**config.mk**
```make
export PLATFORM = sky130hd
export DESIGN_NAME = phase_seq
export DESIGN_NICKNAME = d
export VERILOG_FILES = /design/src/rtl/phase_seq_pkg.sv /design/src/rtl/phase_seq.sv
export SDC_FILE = /design/constraint.sdc
export NUM_CORES = 1
export LEC_CHECK = 0
export ABC_AREA = 1
export CORE_MARGIN = 3
export CORE_UTILIZATION = 25
export DETAILED_ROUTE_END_ITERATION = 8
export DONT_BUFFER_PORTS = 1
export GPL_TIMING_DRIVEN = 0
export PLACE_DENSITY = 0.36
export SLEW_MARGIN = 20
export SYNTH_ARGS = -nofsm -noshare
export SYNTH_HDL_FRONTEND = slang
export SYNTH_SLANG_ARGS = --single-unit
```
**constraint.sdc**
```tcl
create_clock -name CLK -period 1.7 [get_ports CLK]
set_clock_uncertainty 0.05 [all_clocks]
set_input_delay 0.17 -clock CLK [delete_from_list [all_inputs] [get_ports CLK]]
set_output_delay 0.17 -clock CLK [all_outputs]
set_load 0.1 [all_outputs]
```
**src/rtl/phase_seq_pkg.sv**
```systemverilog
// Shared types and helpers for the instruction-phase sequencer.
package phase_seq_pkg;

    typedef enum logic [1:0] {
        IDLE,
        RUN,
        STEP,
        DRAIN
    } state_t;

    // Width of a phase index; never below one bit.
    function automatic int unsigned idx_width(input int unsigned n);
        return (n < 2) ? 1 : $clog2(n);
    endfunction

endpackage

```
**src/rtl/phase_seq.sv**
```systemverilog
// Instruction-phase sequencer: one-hot phase vector over NPH phases per
// cycle with run, single-step, stall and end-of-cycle stop.
module phase_seq
    import phase_seq_pkg::*;
#(
    parameter  int unsigned NPH = 4,
    parameter  int unsigned CW  = 16,
    localparam int unsigned IW  = idx_width(NPH)
) (
    input  logic           CLK,
    input  logic           RST,
    input  logic           start,
    input  logic           stop,
    input  logic           step,
    input  logic           stall,
    output logic [NPH-1:0] q,
    output logic [IW-1:0]  ph_idx,
    output logic           running,
    output logic [CW-1:0]  cyc_cnt,
    output logic           cyc_done
);

    state_t         state, state_n;
    logic [IW-1:0]  idx_n;
    logic [NPH-1:0] q_n;
    logic [CW-1:0]  cnt_n;
    logic           done_n;
    logic           last;

    assign last = (ph_idx == IW'(NPH - 1));

    always_ff @(posedge CLK or posedge RST) begin
        if (RST) begin
            state    <= IDLE;
            ph_idx   <= '0;
            q        <= '0;
            running  <= 1'b0;
            cyc_cnt  <= '0;
            cyc_done <= 1'b0;
        end else begin
            state    <= state_n;
            ph_idx   <= idx_n;
            q        <= q_n;
            running  <= (state_n != IDLE);
            cyc_cnt  <= cnt_n;
            cyc_done <= done_n;
        end
    end

    always_comb begin
        state_n = state;
        idx_n   = ph_idx;
        cnt_n   = cyc_cnt;
        done_n  = 1'b0;
        q_n     = '0;

        unique case (state)
            IDLE: begin
                if (!stop) begin
                    if (start) begin
                        state_n = RUN;
                        idx_n   = '0;
                    end else if (step) begin
                        state_n = STEP;
                        idx_n   = '0;
                    end
                end
            end
            default: begin
                if (stall) begin
                    // A stop during a stall is latched into DRAIN so it is not lost.
                    if (state == RUN && stop)
                        state_n = DRAIN;
                end else if (last) begin
                    cnt_n  = cyc_cnt + CW'(1);
                    done_n = 1'b1;
                    idx_n  = '0;
                    if (state != RUN || stop)
                        state_n = IDLE;
                end else begin
                    idx_n = ph_idx + IW'(1);
                    if (state == RUN && stop)
                        state_n = DRAIN;
                end
            end
        endcase

        // q is the decode of the next index so it changes on the same edge.
        if (state_n != IDLE)
            q_n[idx_n] = 1'b1;
    end

endmodule

```
==> flow_summary.toml <==
[status]
run_status = "complete, no violations"

[routing]
detail-route-antenna-nets = 0
detail_route.vias_per_cell = 4.18
routed_wire_length_per_instance_um = 11.8
drt_drc_violations_left = 0
dr.first_iter.drc_count = 20
first_pass_detailed_route_iteration_total = 2
drt-total-wl_mm = 2.79
routed-via-count = 991

[timing]
worstMarginPinSlew_ns = 0.953
min_period_ns = 1.66
setup_viol = 0
timing_max_transition_violations_final = 0
final.setup.tns_ns = 0
finalCritPeriodShare = 0.976
grt_setup_unrepaired = "yes"
max_freq_mhz = 603
slew_headroom = 0.364
hold_viol = 0

[worst_setup_path]
cp_launch_type = "flop"
cp-end-kind = "flop"
arr_time_crit_path_ns = 1.78
worstPathRequired_ns = 1.82
r2r_cells = 7
worst-path-max-fanout = 5
crit_type = "flop to flop"

[synth]
synth_top_area_cells = "dfrtp_1 (50%), nand2_1 (15%), inv_1 (6.7%)"
synth-async-reset-ratio = 1.00
syn-num-nets = 167
synth_cells = 159
synth_area_per_cell_sq_um = 8.13
synth_largest_area_cell = "dfrtp_1"
synth-warning-count = 0
yosysUniqueCellTypes = 19
synthesis.area_sq_um = 1290
post-synth-top-area-fraction = 0.503
synth-edff-count = 0
synth.cells.most_frequent = "nand2_1 (53), dfrtp_1 (26), inv_1 (23)"
post-synth-top-count-cell = "nand2_1"
synth.ff_latch_count = 26
yosysSeqAreaShare = 0.503
synth_flop_cell = "dfrtp_1"

[global_route]
first_global_vias = 1023
gr-usage-all-layers = 0.0999
globalRouteOverflowTotal = 0
grt_pass1_wl_mm = 4.77
grt_start_max_net_pins = 27
antenna_violations_before_repair = 0

[placement]
placedInstanceArea_sq_um = 1400
detailedPlacementHpwl_mm = 2.01
port-buffer-count = 0
gp_congestion = 0.724

[flow_run]
cap_viol_max_count = 0

[finish]
number_of_antenna_cells_inserted = 0
final_layout_size_suffix_gt1_frac = 0.306
n_fill_cell = 519
finalNetCount = 179
syn_to_final_growth_pct = 26.2
finish.instance_area_sq_um = 1630

[power]
max-vdd-ir-drop_mv = 1.14
power_frac_comb = 0.187
internal_power_mw = 1.31
p_sw_frac = 0.536
p_leak_nw = 0.757
clockPowerShare = 0.186
p_seq_frac = 0.626
power_per_cell_area_nw_per_um2 = 1740
power.switching_mw = 1.52

[clocking]
clock-sinks = 26
ctsRootBufferMaster = "clkbuf_8"
worst_setup_hold_path_clk_slew_ns = 0.10
h-tree-depth = 1
cts-buffers-inserted = 3
ctsLongestPathBuffers = 2
clk_latency_ns = 0.28
cts_tree = "yes"

[hold_path]
whs_path_depth = 2
worstHoldPathType = "input port to flop"

[floorplan]
chipHeight_um = 77.9
chipWidth_um = 77.9
floorplan.rows = 25
core_area_sq_um = 4850
area_of_the_die_sq_um = 6070
io_pins = 30
initial_utilization = 0.267
## final cells by class
class	instances	area, sq um	area share
Tap cell	67	83.8	0.0514
Inverter	24	90.1	0.0552
Clock buffer	3	41.3	0.0253
Clock inverter	1	30.0	0.0184
Timing Repair Buffer	7	55.1	0.0337
Multi-Input combinational cell	109	624	0.383
Sequential cell	26	707	0.433
## worst paths after layout
| path | from | slack (ns) | end |
|---|---|---|---|
| min in group asynchronous | RST | 0.34 | q[0]$_DFF_PP0_ |
| hold reg to reg | state[1]$_DFF_PP0_ | 0.66 | state[1]$_DFF_PP0_ |
| setup / recovery | ph_idx[0]$_DFF_PP0_ | 0.04 | cyc_cnt[11]$_DFFE_PP0P_ |
| hold / removal | step | 0.03 | state[1]$_DFF_PP0_ |
| max in group asynchronous | RST | 0.82 | cyc_cnt[2]$_DFFE_PP0P_ |
| setup reg to reg | ph_idx[0]$_DFF_PP0_ | 0.04 | cyc_cnt[11]$_DFFE_PP0P_ |
## worst max-delay path: stages, from the launching register on
cell and delay (ns):
dfrtp_4 0.66, ha_4 0.21, nand2_4 0.07, nor2_8 0.14, nand2_4 0.08, nor2_4 0.14
nand2_2 0.07, xor2_1 0.14
## cell families after synthesis
logic type | share of synthesized area
AOI/OAI and AO/OA | 0.0242
and+or+nand+nor | 0.322
xor gates and xnor gates | 0.0610
DFF | 0.503
adders and majority gates | 0.0194
buffers and inverters | 0.0697
## stage by stage
stage          hold WS [ns]  worst slack (ns)  total power [mW]  cells   util
2_1_floorplan         0.159            0.0318              2.08    159      -
3_3_place_gp          0.308            -0.139              2.19    226  0.289
3_5_place_dp          0.307            -0.137              2.20    226  0.289
4_1_cts             0.00512          -0.00772              2.82    236  0.321
5_1_grt              0.0250           -0.0324              3.01    237  0.337
6_report             0.0285            0.0412              2.83    237  0.337
## cell usage in the layout, fill, tap and decap left out, drive strengths merged, types with 2 or more instances in the layout
cell,instances
buf,6
nand4,2
inv,24
nand2,56
nand3,8
dfrtp,26
xnor2,2
clkbuf,3
xor2,7
ha,2
nor2,26
o21ai,4
## power by group through the flow
stage / Combinational (mW) / Clock [mW] / Sequential, mW
5_1_grt: 0.629 / 0.582 / 1.80
4_1_cts: 0.505 / 0.549 / 1.76
3_5_place_dp: 0.443 / 0 / 1.75
2_1_floorplan: 0.365 / 0 / 1.71
6_report: 0.531 / 0.527 / 1.77
3_3_place_gp: 0.436 / 0 / 1.75
## sequential cells by signal, indices dropped and copies added, names as in the netlist
name / flops
cyc_cnt: 16
q: 4
ph_idx: 2
state: 2
cyc_done: 1
running: 1
## repair_timing
action,in CTS,in global routing
gates resized for setup,11,22
hold buffers,0,1
hold endpoints to repair,0,26
setup endpoints to repair,12,13
setup buffers,6,0
pin swaps,4,7
## routing by layer
metal / GRT usage / vias to the layer above / share of wire / wire [um]
li1: - / 503 / - / -
met4: 0.0420 / 0 / 0.016 / 44
met3: 0.0325 / 4 / 0.060 / 168
met1: 0.110 / 463 / 0.43 / 1190
met5: 0 / - / 0 / 0
met2: 0.176 / 21 / 0.49 / 1380
Power figures use the tool's default switching activity.
